$ cat src/rtl/prim_ram_1p_initiator.sv
// Initiator-side controller for a single-port synchronous RAM. It serialises host
// reads and writes onto the RAM port, buffers read responses, and can zeroize/init the array.
module prim_ram_1p_initiator #(
  parameter int unsigned      Width       = 32,
  parameter int unsigned      Depth       = 128,
  parameter bit               InitOnReset = 1'b1,
  parameter logic [Width-1:0] InitValue   = '0,
  localparam int unsigned     Aw          = $clog2(Depth)
) (
  input  logic             clk_i,
  input  logic             rst_ni,
  input  logic             req_i,
  output logic             gnt_o,
  input  logic             we_i,
  input  logic [Aw-1:0]    addr_i,
  input  logic [Width-1:0] wdata_i,
  input  logic [Width-1:0] wmask_i,
  output logic             rvalid_o,
  input  logic             rready_i,
  output logic [Width-1:0] rdata_o,
  input  logic             init_req_i,
  output logic             init_busy_o,
  output logic             init_done_o,
  output logic             ram_req_o,
  output logic             ram_write_o,
  output logic [Aw-1:0]    ram_addr_o,
  output logic [Width-1:0] ram_wdata_o,
  output logic [Width-1:0] ram_wmask_o,
  input  logic [Width-1:0] ram_rdata_i
);

  typedef enum logic {
    IDLE = 1'b0,
    INIT = 1'b1
  } state_e;

  localparam state_e        ResetState = InitOnReset ? INIT : IDLE;
  localparam logic [Aw-1:0] LastAddr   = Aw'(Depth - 1);

  state_e                     state_r;
  logic [Aw-1:0]              cnt_r;
  logic                       init_done_r;
  logic                       inflight_r;
  logic [1:0]                 occ_r;
  logic [1:0][Width-1:0]      buf_r;
  logic                       wr_ptr_r;
  logic                       rd_ptr_r;
  logic                       room_s;
  logic                       gnt_s;
  logic                       push_s;
  logic                       pop_s;

  // Host acceptance: a read needs a free buffer slot counting the one already in flight
  always_comb begin
    room_s = 1'b0;
    gnt_s  = 1'b0;
    room_s = (occ_r + {1'b0, inflight_r}) < 2'd2;
    if (rst_ni && (state_r == IDLE)) begin
      gnt_s = req_i & ~init_req_i & (we_i | room_s);
    end else begin
      gnt_s = 1'b0;
    end
  end

  // RAM port steering: init sweep owns the port, otherwise granted host traffic passes through
  always_comb begin
    ram_req_o   = 1'b0;
    ram_write_o = 1'b0;
    ram_addr_o  = addr_i;
    ram_wdata_o = wdata_i;
    ram_wmask_o = wmask_i;
    if (!rst_ni) begin
      ram_req_o   = 1'b0;
      ram_write_o = 1'b0;
    end else if (state_r == INIT) begin
      ram_req_o   = 1'b1;
      ram_write_o = 1'b1;
      ram_addr_o  = cnt_r;
      ram_wdata_o = InitValue;
      ram_wmask_o = {Width{1'b1}};
    end else begin
      ram_req_o   = gnt_s;
      ram_write_o = gnt_s & we_i;
    end
  end

  // Init sequencer: walks every word once, then pulses done on the first idle cycle
  always_ff @(posedge clk_i or negedge rst_ni) begin
    if (!rst_ni) begin
      state_r     <= ResetState;
      cnt_r       <= '0;
      init_done_r <= 1'b0;
    end else begin
      case (state_r)
        IDLE: begin
          init_done_r <= 1'b0;
          if (init_req_i) begin
            state_r <= INIT;
            cnt_r   <= '0;
          end else begin
            state_r <= IDLE;
          end
        end
        INIT: begin
          if (cnt_r == LastAddr) begin
            state_r     <= IDLE;
            cnt_r       <= '0;
            init_done_r <= 1'b1;
          end else begin
            cnt_r       <= cnt_r + 1'b1;
            init_done_r <= 1'b0;
          end
        end
        default: begin
          state_r     <= ResetState;
          cnt_r       <= '0;
          init_done_r <= 1'b0;
        end
      endcase
    end
  end

  // Data from the RAM is only stored when it cannot flow straight out to the host
  assign push_s = inflight_r & ((occ_r != 2'd0) | ~rready_i);
  assign pop_s  = (occ_r != 2'd0) & rready_i;

  // Response buffer: two-entry FIFO plus the read-in-flight marker
  always_ff @(posedge clk_i or negedge rst_ni) begin
    if (!rst_ni) begin
      inflight_r <= 1'b0;
      occ_r      <= 2'd0;
      buf_r      <= '0;
      wr_ptr_r   <= 1'b0;
      rd_ptr_r   <= 1'b0;
    end else begin
      inflight_r <= gnt_s & ~we_i;
      occ_r      <= occ_r + {1'b0, push_s} - {1'b0, pop_s};
      if (push_s) begin
        buf_r[wr_ptr_r] <= ram_rdata_i;
        wr_ptr_r        <= ~wr_ptr_r;
      end
      if (pop_s) begin
        rd_ptr_r <= ~rd_ptr_r;
      end
    end
  end

  // Response presentation: buffered data is older than anything in flight
  always_comb begin
    rdata_o = '0;
    if (occ_r != 2'd0) begin
      rdata_o = buf_r[rd_ptr_r];
    end else if (inflight_r) begin
      rdata_o = ram_rdata_i;
    end else begin
      rdata_o = '0;
    end
  end

  assign rvalid_o    = inflight_r | (occ_r != 2'd0);
  assign gnt_o       = gnt_s;
  assign init_busy_o = (state_r == INIT);
  assign init_done_o = init_done_r;

endmodule
$ cat config.mk
export PLATFORM = sky130hd
export DESIGN_NAME = prim_ram_1p_initiator
export DESIGN_NICKNAME = d
export VERILOG_FILES = /design/src/rtl/prim_ram_1p_initiator.sv
export SDC_FILE = /design/constraint.sdc
export NUM_CORES = 1
export LEC_CHECK = 0
export BUFFER_PORTS_ARGS = -buffer_cell sky130_fd_sc_hd__buf_2
export CAP_MARGIN = 20
export CORE_MARGIN = 5
export CORE_UTILIZATION = 30
export CTS_CLUSTER_DIAMETER = 200
export DETAILED_ROUTE_END_ITERATION = 8
export HOLD_SLACK_MARGIN = 0.15
export PLACE_DENSITY = 0.6
export SLEW_MARGIN = 20
export SYNTH_ARGS = -nofsm -noshare
export SYNTH_HDL_FRONTEND = slang
export SYNTH_SLANG_ARGS = --single-unit
$ cat constraint.sdc
create_clock -name clk_i -period 3.07 [get_ports clk_i]
set_input_delay 0.1535 -clock clk_i [delete_from_list [all_inputs] [get_ports clk_i]]
set_output_delay 0.1535 -clock clk_i [all_outputs]
set_load 0.05 [all_outputs]
**Yosys cells after proc, flatten, opt, wreduce, memory -nomap -nowiden**

Cells that the tools add are included.

- Register bits after elaboration: 78
- Output and inout bits: 109

- Add/sub/neg operators: 4
- Magnitude comparators: 4
- Equal/unequal tests: 2
- Multiplexer cells: 26
- Bitwise gates (word level): 15
- Reductions and logical operators: 3

Operators with widths:

| operator | count |
|---|---|
| $mux W32 | 9 |
| $bwmux W64 | 1 |
| $demux W32 S1 | 1 |
| $mux W7 | 4 |
| $pmux W7 S2 | 1 |
| $mux W1 | 8 |
| $add A7 B1 Y7 const B | 1 |
| $eq A7 B7 Y1 const B | 1 |
| $and A1 B1 Y1 | 6 |
| $not A1 Y1 | 6 |
| $add A2 B1 Y2 | 2 |
| $lt A1 B2 Y1 const B | 2 |
| $pmux W1 S2 | 2 |
| $or A1 B1 Y1 | 3 |
| $logic_and A1 B1 Y1 | 2 |
| $lt A2 B2 Y1 const B | 1 |
| $ne A2 B2 Y1 const B | 1 |
| $reduce_bool A2 Y1 | 1 |
| $sub A2 B1 Y2 | 1 |
| $ge A1 B1 Y1 const B | 1 |

**Depth between registers and ports, before layout**

Gate-level depths: netlist of the first run.

- Depth after elaboration: 8
- Gate-level depth with buffers: 8
- Depth with buffers taken out: 7

**Worst setup path after synthesis of the first run**

No wires, ideal clock.

- Kind: reg2out
- Start: reg state_r (netlist: init_busy_o)
- End: out ram_addr_o[3]
- Arrival: 2.218 ns
- Setup slack: 0.699 ns
- Cell stages (with the launch flop): 5
- Cells stage by stage: dfstp_2 > clkbuf_2 > nand2_1 > clkbuf_1 > o21ai_0

- Longest elaborated chain between the ends: 2

Ends and longest elaborated chain:

| what | line | text |
|---|---|---|
| start: declaration | 40 | `state_e state_r;` |
| start signal: assignment | 90 | `state_r <= ResetState;` |
| start signal: assignment | 115 | `state_r <= ResetState;` |
| $mux W7 | 75 | `end else if (state_r == INIT) begin` |
| $mux W7 | 72 | `if (!rst_ni) begin` |
| end: declaration | 26 | `output logic [Aw-1:0] ram_addr_o,` |

No other way between the ends.

**Worst setup path in the final report of the first run**

- Start: in rst_ni
- End: out ram_wdata_o[28]

- Longest elaborated chain between the ends: 1

Ends and longest elaborated chain:

| what | line | text |
|---|---|---|
| start: declaration | 11 | `input logic rst_ni,` |
| $mux W32 | 72 |  |
| end: declaration | 27 | `output logic [Width-1:0] ram_wdata_o,` |

No other way between the ends.

==> results of run 1 <==
-- final cells by class --
cell class / count / area (um^2)
tap: 184 / 230.2
clock buffer: 13 / 270.3
multi-input combinational: 288 / 2337
fill: 1393 / 8217
timing repair buffer: 260 / 1499
sequential: 78 / 1954
clock inverter: 3 / 65.06
antenna: 2 / 5.005
inverter: 3 / 11.26
-- stage by stage --
stage / instances / hold WS (ns) / worst slack [ns] / cell area (um^2) / power [mW]
after global routing: 830 / 0.2383 / 0.2489 / 6370 / 3.914
after detailed placement: 778 / 0.1518 / 0.9499 / 5682 / 2.522
final: 831 / 0.2293 / 0.4814 / 6372 / 3.707
after floorplan: 400 / -0.1421 / 0.6989 / 4473 / 2.176
after CTS: 829 / 0.2237 / 0.4314 / 6367 / 3.761
after global placement: 778 / 0.1494 / 0.9875 / 5682 / 2.491
-- power breakdown --
group / leakage (nW) / internal, mW / switching, mW
combinational: 2.18 / 0.432 / 0.816
clock: 0.166 / 0.778 / 0.411
sequential: 1.06 / 1.12 / 0.149
-- path summary, 6_finish.rpt --
path,end,cells past startpoint
max,ram_wdata_o[28],6
min,wr_ptr_r$_DFFE_PN0N_,3
max reg2reg,buf_r[14]$_DFFE_PN0P_,5
min reg2reg,buf_r[19]$_DFFE_PN0P_,1
max in group asynchronous,buf_r[39]$_DFFE_PN0P_,3
min in group asynchronous,occ_r[0]$_DFF_PN0_,2
-- Yosys cell counts (2+ instances only) --
master	n
dfrtp_1	77
o21ai_0	37
nand2b_1	36
nand3_1	34
and2_1	33
mux2i_1	32
mux2_4	30
mux2_2	29
clkbuf_1	14
nand2_1	11
mux2_1	10
buf_6	7
xnor2_1	6
nor2_1	5
buf_1	4
buf_2	4
xor2_1	4
a21o_1	3
ha_1	3
inv_1	3
and3_1	2
nor3b_1	2
o32ai_1	2
-- state kept, by name (all words and copies together) (netlist names) --
register / flops
buf_r: 64
init_busy_o: 1
wr_ptr_r: 1
init_done_o: 1
rd_ptr_r: 1
occ_r: 2
cnt_r: 7
inflight_r: 1
-- kinds of logic (layout without fill, tap and decap cells) --
family          count (synthesis)  count (layout)  share of synthesized area (%)
compound gates                 44              44                          5.427
mux                           101             101                          27.05
xor+xnor                       10              10                          1.958
flops                          78              78                          43.66
fa+ha+maj                       3               3                         0.8393
buf+inv                        34             279                          4.252
simple gates                  130             130                          16.81
other cells                     0               2                              0
-- routing by layer --
metal	vias to the layer above	share of wire, %	track usage, %
met5	-	0	0
met4	0	1.6	4.400
met3	16	7.9	4.542
met2	151	51	27.01
met1	1845	39	16.95
li1	1856	-	-
-- critical path: stages --
cell and delay [ns]:
dlygate4sd3_1 0.53, buf_4 0.40, nand2_2 0.53, buf_4 0.39, and2_1 0.19, buf_2 0.21
-- what timing repair did --
item	4_1_cts	5_1_grt
hold endpoints to repair	99	0
setup endpoints to repair	0	0
hold buffers	35	0
gates resized for setup	0	0
==> results.py, run 1 <==
metrics = {
    "outcome": {
        "status": "completed",
    },
    "route": {
        "drt-pass1-iter-count": 6,
        "routed_wl_mm": 13.42,
        "ant_nets": 0,
        "initialDrtViolationCount": 98,
        "dr_total_vias": 3868,
        "vias_per_cell": 4.655,
        "wl_per_cell_um": 16.15,
        "drc": 0,
    },
    "yosys": {
        "synth.ff_latch_count": 78,
        "yosysSeqAreaShare_pct": 43.66,
        "syn_area_um2": 4473,
        "synth_cell_types": 35,
        "synthCells": 400,
        "synth_nets": 512,
        "yosysTopAreaCellShare_pct": 43.08,
        "ys.flop_type": "dfrtp_1",
        "yosys_warnings": 0,
        "synth_edf_count": 0,
        "async_flop_share_pct": 100.0,
        "yosys-top-cells-area": "dfrtp_1, mux2_4, mux2_2",
        "synth_largest_area_cell": "dfrtp_1",
        "avgSynthCellArea_um2": 11.18,
    },
    "final_layout": {
        "layout.nets": 752,
        "final_cell_mix": "buf_2, dfrtp_1, o21ai_0",
        "syn2layout_area_growth_pct": 42.46,
        "drive_gt1_share_pct": 47.60,
        "fin_util_pct": 43.68,
        "layout_commonest_cell": "buf_2",
    },
    "critical_path": {
        "r2r_slack_ns": 0.98,
        "path_class": "primary input to output port",
        "cp.arrival_ns": 2.44,
        "worstPathRequired_ns": 2.92,
        "crit_path_max_fanout": 45,
        "end_kind": "output port",
        "timing.rr.start": "occ_r[1]$_DFF_PN0_",
        "worstSetupStartpoint": "rst_ni",
        "cp-start-kind": "primary input",
    },
    "floorplan": {
        "rows": 44,
        "dieArea_um2": 17450,
        "coreArea_um2": 14590,
        "ioPinCount": 218,
        "fp.dieH_um": 132.1,
        "start_util_pct": 30.66,
        "die_w_um": 132.1,
    },
    "global_route": {
        "grt_start_max_net_pins": 47,
        "grt_pass1_wl_mm": 21.46,
        "grtUsageTotal_pct": 14.96,
        "antenna_found_initial": 1,
        "overflow": 0,
        "grt_pass1_vias": 4066,
    },
    "cts": {
        "insertion_delay_ns": 0.33,
        "clock-sinks": 78,
        "clk_pin_slew_ns": 0.06,
        "cts_root_buffer": "clkbuf_16",
        "cts_htree_levels": 3,
        "clk_path_buf_depth": 2,
        "cts_made_buffers": 9,
        "postCtsSetupBuffers": 0,
        "cts_tree": "yes",
    },
    "min_path": {
        "min_from": "rready_i",
        "worstHoldPathType": "primary input to flop",
    },
    "pwr": {
        "powerDensity_nw_per_um2": 581.7,
        "p_leak_nw": 3.403,
        "ir_drop_mv": 0.3718,
    },
    "timing": {
        "period_needed_ns": 2.589,
        "timing.final.max_slew_violations": 0,
        "period_share_pct": 84.32,
        "tightest_slew_ns": 0.7228,
        "setup_violations": 0,
        "hold_viol": 0,
        "fmax_ghz": 0.3863,
        "rsz0062_at_grt": "no",
        "relSlewSlack_pct": 51.82,
        "clock_skew_ns": 0.01045,
        "setup-tns-final_ns": 0,
    },
    "job": {
        "maxCapViolations": 0,
    },
    "placement": {
        "place_hpwl_mm": 10.01,
        "gp_congestion": 0.8937,
        "place.port_buffers": 217,
    },
}
Power figures use the tool's default switching activity.
==> inputs of run 2 (changes only) <==
PLACE_DENSITY = 0.62   (was 0.6)
clock period = 2.3 ns   (was 3.07 ns; I/O delays follow)
==> run 2 against run 1 <==
Global-route usage up 0.90 points. Critical path type unchanged. Combinational power increased by 38%. Worst setup slack worse by 0.31 ns. Non-clock buffer count rose by 6. Cell area increased by 0.71%. Largest cell class unchanged.
==> results.py, run 2 (synthesized netlist as in run 1, its figures left out) <==
metrics = {
    "route": {
        "drt-pass1-iter-count": 4,
        "ant_nets": 0,
        "wl_per_cell_um": 16.86,
        "dr_total_vias": 3902,
        "vias_per_cell": 4.667,
        "initialDrtViolationCount": 83,
        "routed_wl_mm": 14.10,
        "drc": 0,
    },
    "critical_path": {
        "cp_slowest_cell": "dlygate4sd3_1",
        "r2r_slack_ns": 0.58,
        "end_kind": "output port",
        "cp_num_buf_inv": 4,
        "cp.depth": 6,
        "crit_top_cell": "buf_4",
        "slowest_delay_ns": 0.58,
        "endpoint": "ram_addr_o[4]",
        "cp.arrival_ns": 2.02,
        "worstSetupStartpoint": "rst_ni",
        "reg2reg_to": "buf_r[53]$_DFFE_PN0P_",
        "cp-start-kind": "primary input",
        "cp_top_family": "buffers and inverters",
        "worstPathRequired_ns": 2.18,
        "timing.rr.start": "occ_r[1]$_DFF_PN0_",
        "rr_worst_depth": 5,
        "path_cells": "dlygate4sd3_1, buf_4, nand2_2, buf_4, mux2_2, buf_2",
        "path_class": "primary input to output port",
        "crit_path_max_fanout": 74,
    },
    "floorplan": {
        "fp.dieH_um": 132.1,
        "rows": 44,
        "die_w_um": 132.1,
        "coreArea_um2": 14590,
        "start_util_pct": 30.66,
        "dieArea_um2": 17450,
        "ioPinCount": 218,
    },
    "final_layout": {
        "top_regs": "buf_r: 64 flops, cnt_r: 7 flops, occ_r: 2 flops",
        "fill_cells": 1374,
        "register_area_um2": 1954,
        "largest_register_ffs": 64,
        "syn2layout_area_growth_pct": 43.47,
        "final_cell_mix": "buf_2, dfrtp_1, o21ai_0",
        "layout.nets": 758,
        "multi_input_area_um2": 2337,
        "drive_gt1_share_pct": 47.62,
        "largest-register": "buf_r",
        "layout_commonest_cell": "buf_2",
    },
    "pwr": {
        "clockPowerShare_pct": 29.7,
        "powerDensity_nw_per_um2": 758.2,
        "p_leak_nw": 3.428,
        "finalPower_mw": 4.865,
        "swShare_pct": 37.84,
        "seqPwrFrac_pct": 34.6,
        "ir_drop_mv": 0.3570,
        "p_int_mw": 3.025,
        "power_switching_mw": 1.841,
        "combinationalPowerShare_pct": 35.6,
    },
    "timing": {
        "hold_viol": 0,
        "hold-worst-slack_ns": 0.1867,
        "relSlewSlack_pct": 46.64,
        "setup_violations": 0,
        "tightest_slew_ns": 0.8003,
        "setup_ws_ns": 0.1674,
        "fmax_ghz": 0.4689,
        "rsz0062_at_grt": "no",
        "period_share_pct": 92.72,
        "clock_skew_ns": 0.01049,
        "period_needed_ns": 2.133,
        "timing.final.max_slew_violations": 0,
    },
    "cts": {
        "clock-sinks": 78,
        "cts_made_buffers": 9,
        "postCtsSetupBuffers": 0,
        "cts_root_buffer": "clkbuf_16",
        "insertion_delay_ns": 0.35,
        "clk_path_buf_depth": 2,
        "cts_htree_levels": 3,
        "cts_tree": "yes",
        "clk_pin_slew_ns": 0.05,
        "postCtsHoldBufs": 35,
        "cts_resized": 0,
    },
    "outcome": {
        "status": "completed",
    },
    "global_route": {
        "overflow": 0,
        "grt_pass1_wl_mm": 22.36,
        "grt_start_max_net_pins": 75,
        "antenna_found_initial": 3,
        "grt_pass1_vias": 4109,
        "grtUsageTotal_pct": 15.86,
    },
    "placement": {
        "place_hpwl_mm": 10.59,
        "dpl_worst_slack_ns": 0.5502,
        "place.port_buffers": 217,
        "gp_congestion": 0.8604,
    },
    "min_path": {
        "worstHoldPathType": "primary input to flop",
    },
    "job": {
        "maxCapViolations": 0,
    },
}
[run 2: cell count changes in the layout (fill, tap and decap cells not counted)]
cell       previous run  this run
buf_12                0         3
clkbuf_8              3         2
buf_2               216       215
diode_2               2         1
bufinv_16             2         1
clkinv_2              1         0
buf_4                 9        13
clkbuf_1              1         4
[run 2: per-stage QoR]
stage	cells	cell area (um^2)	TNS, ns	util [%]
global placement	784	5767	0	39.53
CTS	835	6415	0	43.97
finish	836	6417	0	43.99
detailed placement	784	5767	0	39.53
global route	836	6417	0	43.99
floorplan	400	4473	-0.06524	-
[run 2: worst min-delay path by stage]
stage / startpoint / end / slack (ns) / depth (start not counted)
after global routing: rready_i / wr_ptr_r$_DFFE_PN0N_ / 0.20 / 3
after detailed placement: rst_ni / cnt_r[4]$_DFFE_PN0P_ / 0.12 / 2
after CTS: rready_i / wr_ptr_r$_DFFE_PN0N_ / 0.17 / 3
after floorplan: rst_ni / buf_r[0]$_DFFE_PN0P_ / -0.18 / 0
final: rready_i / wr_ptr_r$_DFFE_PN0N_ / 0.19 / 3
after global placement: rst_ni / cnt_r[6]$_DFFE_PN0P_ / 0.13 / 2
[run 2: per-layer routing]
metal | wire length, um | vias up | GRT usage [%]
met4 | 231 | 4 | 5.029
li1 | - | 1864 | -
met3 | 1059 | 18 | 5.191
met1 | 5275 | 1870 | 17.06
met5 | 23 | - | 0
met2 | 7506 | 146 | 29.23
[run 2: power by group through the flow]
stage	Combinational [mW]	Clock (mW)	Sequential [mW]
after floorplan	1.29	0	1.61
after global placement	1.68	0	1.71
after detailed placement	1.71	0	1.72
after CTS	1.76	1.50	1.69
after global routing	1.88	1.54	1.71
final	1.73	1.45	1.69
[run 2: final cells by class]
class | count | area share (%)
clock buffers | 15 | 4.172
clock inverters | 1 | 0.4679
diodes | 1 | 0.03899
multi-input cells | 288 | 36.42
well taps | 184 | 3.587
flip-flops and latches | 78 | 30.45
repair buffers | 266 | 24.68
inverters | 3 | 0.1755
[run 2: worst min-delay path, cell delays in order]
cell and delay, ns:
buf_2 0.10, a21bo_2 0.19, xnor2_1 0.07
==> inputs of run 3 (changes only) <==
RECOVER_POWER = 50   (was default)
REMOVE_ABC_BUFFERS = 1   (was default)
==> run 3 against run 2 <==
Combinational power barely moved. Highest routed layer is now met4. Clock skew fell by 0.0049 ns. Largest cell class unchanged. Worst setup slack improved by 0.10 ns. Critical path depth fell by 1. Via count fell by 0.72%. Final cell count fell by 0.12%. First-iteration DRC count fell by 19%. Utilization fell by 0.79 points. Clock power fell by 9%. Total power fell by 3.4%. Register-to-register slack got worse by 0.25 ns.
==> results.py, run 3 (synthesized netlist as in run 1, its figures left out) <==
metrics = {
    "global_route": {
        "grt_use_met1_pct": 17.72,
        "gr-max-usage-layer": "met2",
        "grt_start_max_net_pins": 57,
        "overflow": 0,
        "gr-usage-met3_pct": 4.084,
        "grt_pass1_vias": 4034,
        "antenna_found_initial": 2,
        "grtUsageTotal_pct": 15.55,
        "grt_use_met2_pct": 28.10,
        "grt_pass1_wl_mm": 21.89,
    },
    "pwr": {
        "powerDensity_nw_per_um2": 745.4,
        "ir_drop_mv": 0.3803,
        "p_leak_nw": 3.340,
    },
    "placement": {
        "gp_congestion": 0.8692,
        "place_hpwl_mm": 10.86,
        "place.port_buffers": 217,
        "placed_cells": 783,
    },
    "route": {
        "drt-pass1-iter-count": 4,
        "vias_per_cell": 4.640,
        "wl_per_cell_um": 16.76,
        "dr_total_vias": 3874,
        "ant_nets": 0,
        "routed_wl_mm": 13.99,
        "drc": 0,
        "initialDrtViolationCount": 67,
    },
    "cts": {
        "clk_pin_slew_ns": 0.06,
        "cts_htree_levels": 3,
        "cts_tree": "yes",
        "clk_path_buf_depth": 2,
        "insertion_delay_ns": 0.34,
        "clock-sinks": 78,
        "cts_made_buffers": 9,
        "cts_root_buffer": "clkbuf_16",
    },
    "final_layout": {
        "final_cell_mix": "buf_2, dfrtp_1, o21ai_0",
        "layout.nets": 757,
        "fill_cells": 1424,
        "largest_register_ffs": 64,
        "top_regs": "buf_r: 64 flops, cnt_r: 7 flops, occ_r: 2 flops",
        "register_area_um2": 1954,
        "drive_gt1_share_pct": 43.30,
        "final_cells": 835,
        "layout_commonest_cell": "buf_2",
        "syn2layout_area_growth_pct": 40.90,
        "largest-register": "buf_r",
        "multi_input_area_um2": 2287,
    },
    "job": {
        "maxCapViolations": 0,
    },
    "timing": {
        "period_share_pct": 88.17,
        "tightest_slew_ns": 0.7721,
        "clock_skew_ns": 0.005550,
        "period_needed_ns": 2.028,
        "relSlewSlack_pct": 48.53,
        "hold_viol": 0,
        "rsz0062_at_grt": "no",
        "fmax_ghz": 0.4931,
        "hold-worst-slack_ns": 0.1643,
        "setup_violations": 0,
        "timing.final.max_slew_violations": 0,
    },
    "floorplan": {
        "start_util_pct": 30.66,
        "fp.dieH_um": 132.1,
        "rows": 44,
        "ioPinCount": 218,
        "coreArea_um2": 14590,
        "dieArea_um2": 17450,
        "die_w_um": 132.1,
    },
    "critical_path": {
        "r2r_slack_ns": 0.33,
        "end_kind": "output port",
        "cp.arrival_ns": 1.91,
        "timing.rr.start": "occ_r[1]$_DFF_PN0_",
        "rr_worst_depth": 5,
        "reg2reg_to": "buf_r[32]$_DFFE_PN0P_",
        "crit_path_max_fanout": 44,
        "cp-start-kind": "flop",
        "worstPathRequired_ns": 2.18,
        "path_class": "flop to output port",
    },
    "min_path": {
        "hold_path_end": "wr_ptr_r$_DFFE_PN0N_",
        "min_from": "rready_i",
        "hold_depth": 3,
        "worstHoldPathType": "primary input to flop",
    },
    "outcome": {
        "status": "completed",
    },
}
[run 3: metal layers]
| layer | vias to the layer above | share of wire, % |
|---|---|---|
| met5 | - | 0 |
| met4 | 0 | 1.9 |
| met3 | 16 | 7.2 |
| met2 | 149 | 52 |
| met1 | 1841 | 39 |
| li1 | 1868 | - |
[run 3: area by class of cell]
type | instances | share of cell area (%)
sequential | 78 | 31.01
tap | 184 | 3.653
timing repair buffer | 265 | 24.42
antenna | 2 | 0.07941
inverter | 3 | 0.1787
clock inverter | 4 | 0.3574
clock buffer | 11 | 4.010
multi-input combinational | 288 | 36.29
[run 3: critical path, cell delays in order, from the launching register on]
cell and delay, ns:
dfrtp_1 0.44, nor2_4 0.18, buf_4 0.38, nand3_1 0.12, o21ai_0 0.13, buf_2 0.32
[run 3: metrics by stage]
stage          util (%)  area, um^2  power [mW]  setup TNS [ns]  setup slack (ns)
6_report          43.20        6302       4.698               0            0.2722
5_1_grt           43.20        6302       4.985               0            0.1189
4_1_cts           43.87        6400       4.794               0           0.04241
3_5_place_dp      39.58        5774       3.402               0            0.5340
3_3_place_gp      39.58        5774       3.362               0            0.5731
2_1_floorplan         -        4294       2.844          -46.94           -0.9855
[run 3: what timing repair did]
| action | in CTS | in global routing |
|---|---|---|
| resized for setup | 0 | 1 |
| setup buffers | 0 | 0 |
| endpoints found under the hold margin | 93 | 0 |
| hold buffers | 35 | 0 |
| endpoints found under the setup margin | 0 | 16 |
[run 3: how the worst max path moves through the flow]
stage	start	endpoint	slack, ns	depth (start not counted)
floorplan	init_busy_o$_DFF_PN1_	ram_addr_o[3]	-0.99	2
global placement	occ_r[1]$_DFF_PN0_	buf_r[21]$_DFFE_PN0P_	0.57	5
detailed placement	init_busy_o$_DFF_PN1_	ram_wdata_o[24]	0.53	4
CTS	rst_ni	ram_wdata_o[24]	0.04	6
global route	occ_r[1]$_DFF_PN0_	rdata_o[28]	0.12	5
finish	occ_r[1]$_DFF_PN0_	rdata_o[28]	0.27	5
[run 3: report_power, final]
| group | internal [mW] | switching (mW) | total [mW] |
|---|---|---|---|
| Sequential | 1.50 | 0.183 | 1.68 |
| Combinational | 0.599 | 1.10 | 1.70 |
| Clock | 0.777 | 0.540 | 1.32 |
| Total | 2.87 | 1.82 | 4.70 |
